$ cat src/rtl/program_loader_if.sv
// ---------------------------------------------------------------------------
// program_loader_if
// Purpose : bundles the upstream byte stream, the load command and the
//           CPU-facing Load/data_in pins of the program loader.
// Signals :
//   start       pulse that begins a load
//   prog_len    program length in bytes (0 means a full buffer)
//   byte_valid  upstream byte present
//   byte_data   upstream byte
//   byte_ready  loader accepts a byte this cycle
//   load_out    CPU Load pin
//   data_out    CPU data_in pins
//   done        burst complete, CPU running
//   err         checksum failure
// Modports:
//   master  the side that commands the loader and watches its outputs
//   slave   the loader itself
// ---------------------------------------------------------------------------
interface program_loader_if #(
  parameter int DATA_W = 8,
  parameter int LEN_W  = 6
);
  logic              start;
  logic [LEN_W-1:0]  prog_len;
  logic              byte_valid;
  logic [DATA_W-1:0] byte_data;
  logic              byte_ready;
  logic              load_out;
  logic [DATA_W-1:0] data_out;
  logic              done;
  logic              err;

  modport master (
    output start, prog_len, byte_valid, byte_data,
    input  byte_ready, load_out, data_out, done, err
  );

  modport slave (
    input  start, prog_len, byte_valid, byte_data,
    output byte_ready, load_out, data_out, done, err
  );
endinterface

$ cat src/rtl/program_loader.sv
// ---------------------------------------------------------------------------
// program_loader
// Purpose : collects a program byte-by-byte over a valid/ready stream into a
//           local buffer, then drives it into the CPU as one contiguous Load
//           window of PROG_WORDS cycles (one word per clock), then releases
//           Load so the CPU runs and reports done.
// Ports   :
//   clock   system clock, rising edge
//   reset   asynchronous active-low reset (assert async, release synchronised)
//   lp      program_loader_if.slave: start/prog_len/byte stream in,
//           byte_ready/load_out/data_out/done/err out (all outputs registered)
// Build option:
//   LOADER_CHECKSUM_EN  when defined, FILL takes one extra checksum byte and a
//                       one-cycle CHECK state verifies the mod-256 sum of all
//                       bytes is zero; failure parks in ERROR with err=1.
//                       When undefined, err is tied to 0.
// ---------------------------------------------------------------------------
module program_loader #(
  parameter int PROG_WORDS = 32,
  parameter int DATA_W     = 8,
  parameter int LEN_W      = 6
) (
  input  logic               clock,
  input  logic               reset,
  program_loader_if.slave    lp
);

  localparam int AW = (PROG_WORDS > 1) ? $clog2(PROG_WORDS) : 1;
  localparam logic [LEN_W-1:0] FULL_LEN = LEN_W'(PROG_WORDS);
  localparam logic [LEN_W-1:0] LEN_ONE  = LEN_W'(1);

  typedef enum logic [2:0] {
    S_IDLE  = 3'd0,
    S_FILL  = 3'd1,
    S_BURST = 3'd2,
    S_RUN   = 3'd3
`ifdef LOADER_CHECKSUM_EN
    ,
    S_CHECK = 3'd4,
    S_ERROR = 3'd5
`endif
  } state_t;

  state_t            state_q;
  logic [LEN_W-1:0]  len_q;
  logic [LEN_W-1:0]  wr_cnt_q;
  logic [LEN_W-1:0]  rd_cnt_q;
  logic              byte_ready_q;
  logic              load_q;
  logic [DATA_W-1:0] data_q;
  logic              done_q;
`ifdef LOADER_CHECKSUM_EN
  logic              err_q;
  logic [DATA_W-1:0] sum_q;
`endif

  // Program buffer: deliberately not reset, contents beyond len are never shown.
  logic [DATA_W-1:0] mem [PROG_WORDS];

  logic [1:0]        rst_sync_q;
  logic              rst_n_s;

  logic [LEN_W-1:0]  start_len_s;
  logic [LEN_W-1:0]  fill_target_s;
  logic [LEN_W-1:0]  wr_cnt_d;
  logic              start_ok_s;
  logic              xfer_s;
  logic              store_s;
  logic [DATA_W-1:0] rd_word_s;
`ifndef LOADER_CHECKSUM_EN
  logic [DATA_W-1:0] word0_s;
`endif

  // Reset synchroniser: assertion is immediate, release waits two clock edges.
  always_ff @(posedge clock or negedge reset) begin
    if (!reset) begin
      rst_sync_q <= 2'b00;
    end else begin
      rst_sync_q <= {rst_sync_q[0], 1'b1};
    end
  end

  assign rst_n_s = rst_sync_q[1];

  // Decode of start acceptance, byte transfer and the next buffer word.
  always_comb begin
    start_len_s   = lp.prog_len;
    fill_target_s = len_q;
    wr_cnt_d      = wr_cnt_q;
    start_ok_s    = 1'b0;
    xfer_s        = 1'b0;
    store_s       = 1'b0;
    rd_word_s     = {DATA_W{1'b0}};

    // 0 and anything larger than the buffer both mean "full buffer".
    if ((lp.prog_len == {LEN_W{1'b0}}) || (lp.prog_len > FULL_LEN)) begin
      start_len_s = FULL_LEN;
    end else begin
      start_len_s = lp.prog_len;
    end

`ifdef LOADER_CHECKSUM_EN
    // One extra byte carries the checksum.
    fill_target_s = len_q + LEN_ONE;
`else
    fill_target_s = len_q;
`endif

    if ((state_q == S_IDLE) || (state_q == S_RUN)
`ifdef LOADER_CHECKSUM_EN
        || (state_q == S_ERROR)
`endif
       ) begin
      start_ok_s = lp.start;
    end else begin
      start_ok_s = 1'b0;
    end

    xfer_s = (state_q == S_FILL) && lp.byte_valid && byte_ready_q;
    // The checksum byte (index len) is summed but never stored.
    store_s = xfer_s && (wr_cnt_q < len_q);

    // Counter saturates at its all-ones value rather than wrapping.
    if (xfer_s && (wr_cnt_q != {LEN_W{1'b1}})) begin
      wr_cnt_d = wr_cnt_q + LEN_ONE;
    end else begin
      wr_cnt_d = wr_cnt_q;
    end

    if (rd_cnt_q < len_q) begin
      rd_word_s = mem[rd_cnt_q[AW-1:0]];
    end else begin
      rd_word_s = {DATA_W{1'b0}};
    end
  end

`ifndef LOADER_CHECKSUM_EN
  // Word 0 is written on the same edge as the last byte when len is 1, so it
  // must be taken straight from the stream in that case.
  assign word0_s = (wr_cnt_q == {LEN_W{1'b0}}) ? lp.byte_data : mem[0];
`endif

  // Buffer write port.
  always_ff @(posedge clock) begin
    if (store_s) begin
      mem[wr_cnt_q[AW-1:0]] <= lp.byte_data;
    end
  end

  // Loader FSM with all outputs registered.
  always_ff @(posedge clock or negedge rst_n_s) begin
    if (!rst_n_s) begin
      state_q      <= S_IDLE;
      len_q        <= {LEN_W{1'b0}};
      wr_cnt_q     <= {LEN_W{1'b0}};
      rd_cnt_q     <= {LEN_W{1'b0}};
      byte_ready_q <= 1'b0;
      load_q       <= 1'b0;
      data_q       <= {DATA_W{1'b0}};
      done_q       <= 1'b0;
`ifdef LOADER_CHECKSUM_EN
      err_q        <= 1'b0;
      sum_q        <= {DATA_W{1'b0}};
`endif
    end else begin
      case (state_q)
        S_IDLE,
`ifdef LOADER_CHECKSUM_EN
        S_ERROR,
`endif
        S_RUN: begin
          if (start_ok_s) begin
            state_q      <= S_FILL;
            len_q        <= start_len_s;
            wr_cnt_q     <= {LEN_W{1'b0}};
            rd_cnt_q     <= {LEN_W{1'b0}};
            byte_ready_q <= 1'b1;
            load_q       <= 1'b0;
            data_q       <= {DATA_W{1'b0}};
            done_q       <= 1'b0;
`ifdef LOADER_CHECKSUM_EN
            err_q        <= 1'b0;
            sum_q        <= {DATA_W{1'b0}};
`endif
          end
        end

        S_FILL: begin
          if (xfer_s) begin
            wr_cnt_q <= wr_cnt_d;
`ifdef LOADER_CHECKSUM_EN
            sum_q    <= sum_q + lp.byte_data;
`endif
            if (wr_cnt_d == fill_target_s) begin
              byte_ready_q <= 1'b0;
`ifdef LOADER_CHECKSUM_EN
              state_q      <= S_CHECK;
`else
              // Word 0 leaves on the same edge Load rises.
              state_q      <= S_BURST;
              load_q       <= 1'b1;
              data_q       <= word0_s;
              rd_cnt_q     <= LEN_ONE;
`endif
            end
          end
        end

`ifdef LOADER_CHECKSUM_EN
        S_CHECK: begin
          if (sum_q == {DATA_W{1'b0}}) begin
            state_q  <= S_BURST;
            load_q   <= 1'b1;
            data_q   <= mem[0];
            rd_cnt_q <= LEN_ONE;
          end else begin
            state_q  <= S_ERROR;
            err_q    <= 1'b1;
            load_q   <= 1'b0;
            done_q   <= 1'b0;
          end
        end
`endif

        S_BURST: begin
          // rd_cnt_q is the index of the word going out on the next edge;
          // reaching PROG_WORDS means the last word has already been shown.
          if (rd_cnt_q == FULL_LEN) begin
            state_q <= S_RUN;
            load_q  <= 1'b0;
            data_q  <= {DATA_W{1'b0}};
            done_q  <= 1'b1;
          end else begin
            data_q   <= rd_word_s;
            rd_cnt_q <= rd_cnt_q + LEN_ONE;
          end
        end

        default: begin
          state_q      <= S_IDLE;
          byte_ready_q <= 1'b0;
          load_q       <= 1'b0;
          data_q       <= {DATA_W{1'b0}};
          done_q       <= 1'b0;
        end
      endcase
    end
  end

  assign lp.byte_ready = byte_ready_q;
  assign lp.load_out   = load_q;
  assign lp.data_out   = data_q;
  assign lp.done       = done_q;
`ifdef LOADER_CHECKSUM_EN
  assign lp.err        = err_q;
`else
  assign lp.err        = 1'b0;
`endif

endmodule

$ cat src/flat_wrapper.sv
// flat-port wrapper written by rule: the top's interface ports become plain ports
module program_loader_flat 
#(
  parameter int PROG_WORDS = 32,
  parameter int DATA_W     = 8,
  parameter int LEN_W      = 6
)
  (clock, reset, lp_start, lp_prog_len, lp_byte_valid, lp_byte_data, lp_byte_ready, lp_load_out, lp_data_out, lp_done, lp_err);
  program_loader_if #(.DATA_W(DATA_W), .LEN_W(LEN_W)) lp_i ();
  input  logic clock;
  input  logic reset;
  input wire logic [$bits(lp_i.start)-1:0] lp_start;
  input wire logic [$bits(lp_i.prog_len)-1:0] lp_prog_len;
  input wire logic [$bits(lp_i.byte_valid)-1:0] lp_byte_valid;
  input wire logic [$bits(lp_i.byte_data)-1:0] lp_byte_data;
  output wire logic [$bits(lp_i.byte_ready)-1:0] lp_byte_ready;
  output wire logic [$bits(lp_i.load_out)-1:0] lp_load_out;
  output wire logic [$bits(lp_i.data_out)-1:0] lp_data_out;
  output wire logic [$bits(lp_i.done)-1:0] lp_done;
  output wire logic [$bits(lp_i.err)-1:0] lp_err;
  assign lp_i.start = lp_start;
  assign lp_i.prog_len = lp_prog_len;
  assign lp_i.byte_valid = lp_byte_valid;
  assign lp_i.byte_data = lp_byte_data;
  assign lp_byte_ready = lp_i.byte_ready;
  assign lp_load_out = lp_i.load_out;
  assign lp_data_out = lp_i.data_out;
  assign lp_done = lp_i.done;
  assign lp_err = lp_i.err;
  program_loader #(.PROG_WORDS(PROG_WORDS), .DATA_W(DATA_W), .LEN_W(LEN_W)) u_core (.clock(clock), .reset(reset), .lp(lp_i));
endmodule
$ cat config.mk
export PLATFORM = sky130hd
export DESIGN_NAME = program_loader_flat
export DESIGN_NICKNAME = d
export VERILOG_FILES = /design/src/rtl/program_loader_if.sv /design/src/rtl/program_loader.sv /design/src/flat_wrapper.sv
export SDC_FILE = /design/constraint.sdc
export NUM_CORES = 1
export LEC_CHECK = 0
export CORE_ASPECT_RATIO = 1.4
export CORE_MARGIN = 1.5
export CORE_UTILIZATION = 45
export CTS_CLUSTER_DIAMETER = 80
export DETAILED_ROUTE_END_ITERATION = 12
export SYNTH_ARGS = -nofsm -noshare
export SYNTH_HDL_FRONTEND = slang
export SYNTH_SLANG_ARGS = --single-unit
$ cat constraint.sdc
create_clock -name clock -period 1.25 [get_ports clock]
set_clock_uncertainty 0.05 [all_clocks]
set_input_delay 0.1875 -clock clock [delete_from_list [all_inputs] [get_ports clock]]
set_output_delay 0.1875 -clock clock [all_outputs]
set_load 0.02 [all_outputs]
-- Word level (Yosys, flattened, before mapping)
Memory sizes are Yosys's and may differ from the RTL's.
Index checks and enable logic that the tools add are counted.
- add/subtract/negate cells: 2
- $lt $le $gt $ge: 3
- equality and inequality tests: 11
- multiplexer cells: 35
- bitwise logic cells: 2
- reductions and logical operators: 19
- operators by type and width (cell ; count):
    $mux 8 ; 6
    $mux 6 ; 7
    $pmux 8 s3 ; 1
    $pmux 6 s3 ; 1
    $add 6x1->6 const B ; 2
    $logic_not 6->1 ; 2
    $lt 6x6->1 ; 2
    $mux 3 ; 4
    $pmux 6 s2 ; 1
    $mux 1 ; 11
    $pmux 1 s3 ; 3
    $pmux 3 s3 ; 1
    $reduce_and 3->1 ; 3
    $reduce_and 4->1 ; 2
    $eq 3x2->1 const B ; 2
    $eq 6x6->1 ; 1
    $eq 6x6->1 const B ; 1
    $gt 6x6->1 const B ; 1
    $ne 2x1->1 const B ; 3
    $ne 6x6->1 const B ; 1
    $reduce_and 5->1 ; 1
    $logic_and 1x1->1 ; 4
    $ne 2x2->1 const B ; 2
    $eq 3x1->1 const B ; 1
    other kinds (7) ; 9
- bits in registers: 34
- memory bits (writable): 256
- input port bits: 18
- output and inout bits: 12
- word-level logic and storage cells: 82
- memories kept: 1
- memory list (memory ; words ; width ; read ports ; clocked after Yosys merged registers in ; wr ports ; line ; source):
    u_core.mem ; 32 ; 8 ; 2 ; 0 ; 1 ; program_loader.sv:58 ; logic [DATA_W-1:0] mem [PROG_WORDS];

-- Longest topological paths before layout
- depth in word-level cells: 9
- gate-level depth with buffers: 11
- gate-level depth less buffers: 9

-- Least setup slack after synthesis
OpenSTA, ideal clock, no wires.
- path type: register -> register
- start point: register u_core.wr_cnt_q[1]
- end point: memory u_core.mem[12][0], enable pin
- setup time: 398 ps
- arrival: 2653 ps
- required time: 802 ps
- setup slack: -1850 ps
- stages on the path, launching flop included: 9
- path buffers: 1
- period minus slack after synthesis: 3100 ps
- cells stage by stage: dfrtp_1 ha_1 a21o_1 a21o_1 a21o_1 a21oi_1 nor2_1 clkbuf_1 nor4b_1
- longest elaborated chain between the ends: 4
- ends and longest elaborated chain (what ; line ; source):
    from (decl) ; program_loader.sv:46 ; logic [LEN_W-1:0] wr_cnt_q;
    from (signal assigned) ; program_loader.sv:155 ; wr_cnt_q <= {LEN_W{1'b0}};
    from (signal assigned) ; program_loader.sv:175 ; wr_cnt_q <= {LEN_W{1'b0}};
    from (signal assigned) ; program_loader.sv:190 ; wr_cnt_q <= wr_cnt_d;
    $lt 6x6->1 ; program_loader.sv:121 ; store_s = xfer_s && (wr_cnt_q < len_q);
    $logic_and 1x1->1 ; program_loader.sv:121 ;
    $mux 1 ; program_loader.sv:145 ; if (store_s) begin
    $mux 1 (not written as such) ; program_loader.sv:146 ; mem[wr_cnt_q[AW-1:0]] <= lp.byte_data;
    to (decl) ; program_loader.sv:58 ;
Parallel ways exist; a longest one is shown, timed or not.

-- Worst setup path after layout
- start point: register u_core.len_q[1], in the netlist u_core.fill_target_s[1]
- end point: memory u_core.mem[7][7], enable pin
- longest elaborated chain between the ends: 4
- ends and longest elaborated chain (what ; line ; source):
    from (decl) ; program_loader.sv:45 ; logic [LEN_W-1:0] len_q;
    from (signal assigned) ; program_loader.sv:154 ; len_q <= {LEN_W{1'b0}};
    from (signal assigned) ; program_loader.sv:174 ; len_q <= start_len_s;
    $lt 6x6->1 ; program_loader.sv:121 ;
    $logic_and 1x1->1 ; program_loader.sv:121 ;
    $mux 1 ; program_loader.sv:145 ;
    $mux 1 (not written as such) ; program_loader.sv:146 ;
Every way passes these cells.

==> metrics.cfg <==
[worst_setup_path]
start_kind=flip-flop
slowest_delay_ns=0.37
critPathMaxFanout=8
crit_path_end_kind=flip-flop
worstPathArrival_ns=2.75
crit_type=reg -> reg
path_cells=inv_2 -> ha_1 -> a21o_1 -> a21o_1 -> a21o_1 -> a21oi_4 -> nor2_4 -> buf_12 -> buf_12 -> nor3_4 -> buf_12
critical_path.slowest_cell=dfrtp_1
crit_required_ns=1.46

[global_routing]
grt_pass1_wl_um=47500
grt-ovfl-total=0
antenna_found_initial=0
grt_pass1_vias=7779
grt_max_degree=33
globalRouteTotalUtil_pct=23.4

[logic_synthesis]
synth-edff-count=256
synth_mux_area_share_pct=13.2
synth-compound-area-share_pct=5.90
syn_inst=716
synth_top_family_by_area=multiplexers
synth_xor_area_share_pct=0.503
synth.net_count=752
dominantRegCellSynth=edfxtp_1
syn_area_per_cell_um2=17.0
yosysSeqAreaShare_pct=69.9
synthAdderAreaFrac_pct=1.85
async_reset_ff_share_pct=11.4
yosysUniqueCellTypes=49
ys_seq_elements=289
synth_area_um2=12200
ys.warnings.count=0
yosys.area_share.simple_pct=6.85

[run_status]
status=finished with violations
violations=negative setup slack

[floorplan]
start_util_pct=45.5
fp-row-count=71
dieHeight_um=198
fp.dieArea_um2=28100
fp.coreArea_um2=26700
dieWidth_um=142
io_pins=30

[sta]
setup-violations-final=298
rsz0062_at_grt=true
min_period_ns=2.54
finalWorstSetupSlack_ns=-1.29
post-route-period-util_pct=203
finalMaxSlewViolations=0
slew_headroom_pct=60.8
worst_pin_slew_ns=0.587
hold_viol=0
fmax_mhz=394

[power]
p_int_w=0.0205
p_sw_w=0.00831
p_seq_share_pct=39.3
pwr-share-comb_pct=32.6
worst_ir_drop_vdd_mv=0.948
p_sw_share_pct=28.9
power_w=0.0288
leakagePower_nw=5.70
power.density_nw_per_um2=1760
clock_power_share_pct=28.0

[finish]
layout.nets=974
diodes=0
post-route-util_pct=61.0
layout_common_cells=edfxtp_1 (256), buf_4 (133), mux4_2 (64)
final_common_cell=edfxtp_1
fin_area_um2=16300
drive_gt1_share_pct=41.6
synthToLayoutAreaGrowth_pct=34.0

[place]
pre_cts_slack_ns=-1.42
io_buffers=28
place_hpwl_um=22200
routabilityCongestion=0.927
placed_area_um2=14900

[routing]
drt-total-wl_um=31500
drtIter0Drc=444
via_per_inst=5.50
antenna_left=0
wl_per_cell_um=23.8
drc=0
vias=7272
first_pass_iters=6

[cts]
clk_pin_slew_ns=0.06
cts-root-buf=clkbuf_16
cts_max_level=1
cts_tree=done
clockBufferDepth=3
cts_inserted_buffers=27
clock_latency_ns=0.54
cts_sinks=289

[hold_path]
worstHoldPathType=reg -> async

[run]
timing.max_cap.violations=0

[cell type report]
type	instances	area (um^2)
fillers	1937	10400
flip-flops and latches	289	8520
multi-input cells	377	4010
repair buffers	229	2410
clock buffers	31	691
well taps	365	457
clock inverters	18	176
inverters	14	55.1
[power groups by stage]
stage               Sequential (W)  Combinational (W)  Clock, W
floorplan                   0.0116            0.00448         0
global placement            0.0115            0.00780         0
detailed placement          0.0115            0.00792         0
CTS                         0.0113            0.00915   0.00821
global route                0.0113             0.0100   0.00860
finish                      0.0113            0.00939   0.00806
[registers in the layout (all words and copies together) (netlist names)]
| register | count |
|---|---|
| u_core.lp.byte_ready | 1 |
| u_core.fill_target_s | 6 |
| u_core.lp.done | 1 |
| u_core.lp.data_out | 8 |
| u_core.rd_cnt_q | 6 |
| u_core.state_q | 2 |
| u_core.mem | 256 |
| u_core.lp.load_out | 1 |
| u_core.rst_sync_q | 2 |
| u_core.wr_cnt_q | 6 |
[routing by layer]
| layer | part of all wire, % | vias up | GRT usage, % |
|---|---|---|---|
| met5 | 0 | - | 0 |
| met4 | 3.4 | 0 | 9.13 |
| met3 | 3.7 | 45 | 2.67 |
| met2 | 54 | 183 | 42.0 |
| met1 | 39 | 3743 | 29.0 |
| li1 | - | 3301 | - |
[critical path: cells and delay by family (launching register included)]
kind / cells / cell delay [ns]
buffers and inverters: 4 / 0.50
AND/OR/NAND/NOR: 2 / 0.30
flip-flops: 1 / 0.37
AO/OA/AOI/OAI: 4 / 0.72
adder cells (fa/ha/maj): 1 / 0.29
[stage by stage]
step / instances / hold WS, ns / setup TNS [ns]
2_1_floorplan: 716 / -0.158 / -318.05
5_1_grt: 1323 / 0.224 / -371.89
3_5_place_dp: 1250 / 0.231 / -385.03
3_3_place_gp: 1250 / 0.228 / -357.84
4_1_cts: 1320 / 0.200 / -346.90
6_report: 1323 / 0.217 / -343.83
[path summary, 6_finish.rpt]
check | startpoint | to | slack (ns) | depth (start not counted)
setup reg to reg | u_core.fill_target_s[1] | u_core.mem[7][7] | -1.29 | 11
hold / removal | u_core.rst_sync_q[1] | u_core.state_q[1] | 0.22 | 1
hold reg to reg | u_core.rst_sync_q[1] | u_core.state_q[1] | 0.22 | 1
setup / recovery | u_core.fill_target_s[1] | u_core.mem[7][7] | -1.29 | 11
max in group asynchronous | u_core.rst_sync_q[1] | u_core.wr_cnt_q[0] | 0.59 | 1
min in group clock | lp_prog_len[1] | u_core.fill_target_s[1] | 0.22 | 3
[Yosys cell counts (all sizes together), types with 2 or more instances]
master / n / area (um^2)
a31oi: 12 / 75.1
mux4: 64 / 1440
dfrtp: 33 / 826
a211oi: 5 / 50.1
nand2: 45 / 169
and3: 5 / 31.3
o31ai: 3 / 36.3
nand2b: 13 / 81.3
nor2b: 13 / 81.3
xor2: 2 / 17.5
ha: 18 / 225
edfxtp: 256 / 7690
inv: 14 / 52.6
nand4: 3 / 18.8
nand3: 10 / 50.1
o21ai: 17 / 85.1
nor3b: 2 / 15.0
a21o: 5 / 37.5
clkbuf: 19 / 71.3
mux2: 9 / 101
a21oi: 14 / 70.1
mux2i: 6 / 60.1
nor4b: 9 / 78.8
buf: 18 / 92.6
and2: 7 / 43.8
xnor2: 5 / 43.8
nor3: 21 / 105
conb: 2 / 7.51
a22o: 3 / 26.3
nor2: 36 / 135
a22oi: 33 / 248
nor4: 3 / 18.8
a21boi: 2 / 15.0
[cell families after synthesis]
family,after synthesis
buffers and inverters,51
muxes,79
xor gates and xnor gates,7
and+or+nand+nor,168
other,2
adders and majority gates,18
AOI/OAI and AO/OA,102
DFF,289
[timing repair]
action / CTS / global route
resized for setup: 134 / 9
buffers inserted: 18 / 2
setup endpoints to repair: 298 / 298
pin swaps: 21 / 7
hold buffers: 1 / 0
cloned: 2 / 1
hold endpoints to repair: 2 / 0
Power figures use the tool's default switching activity.
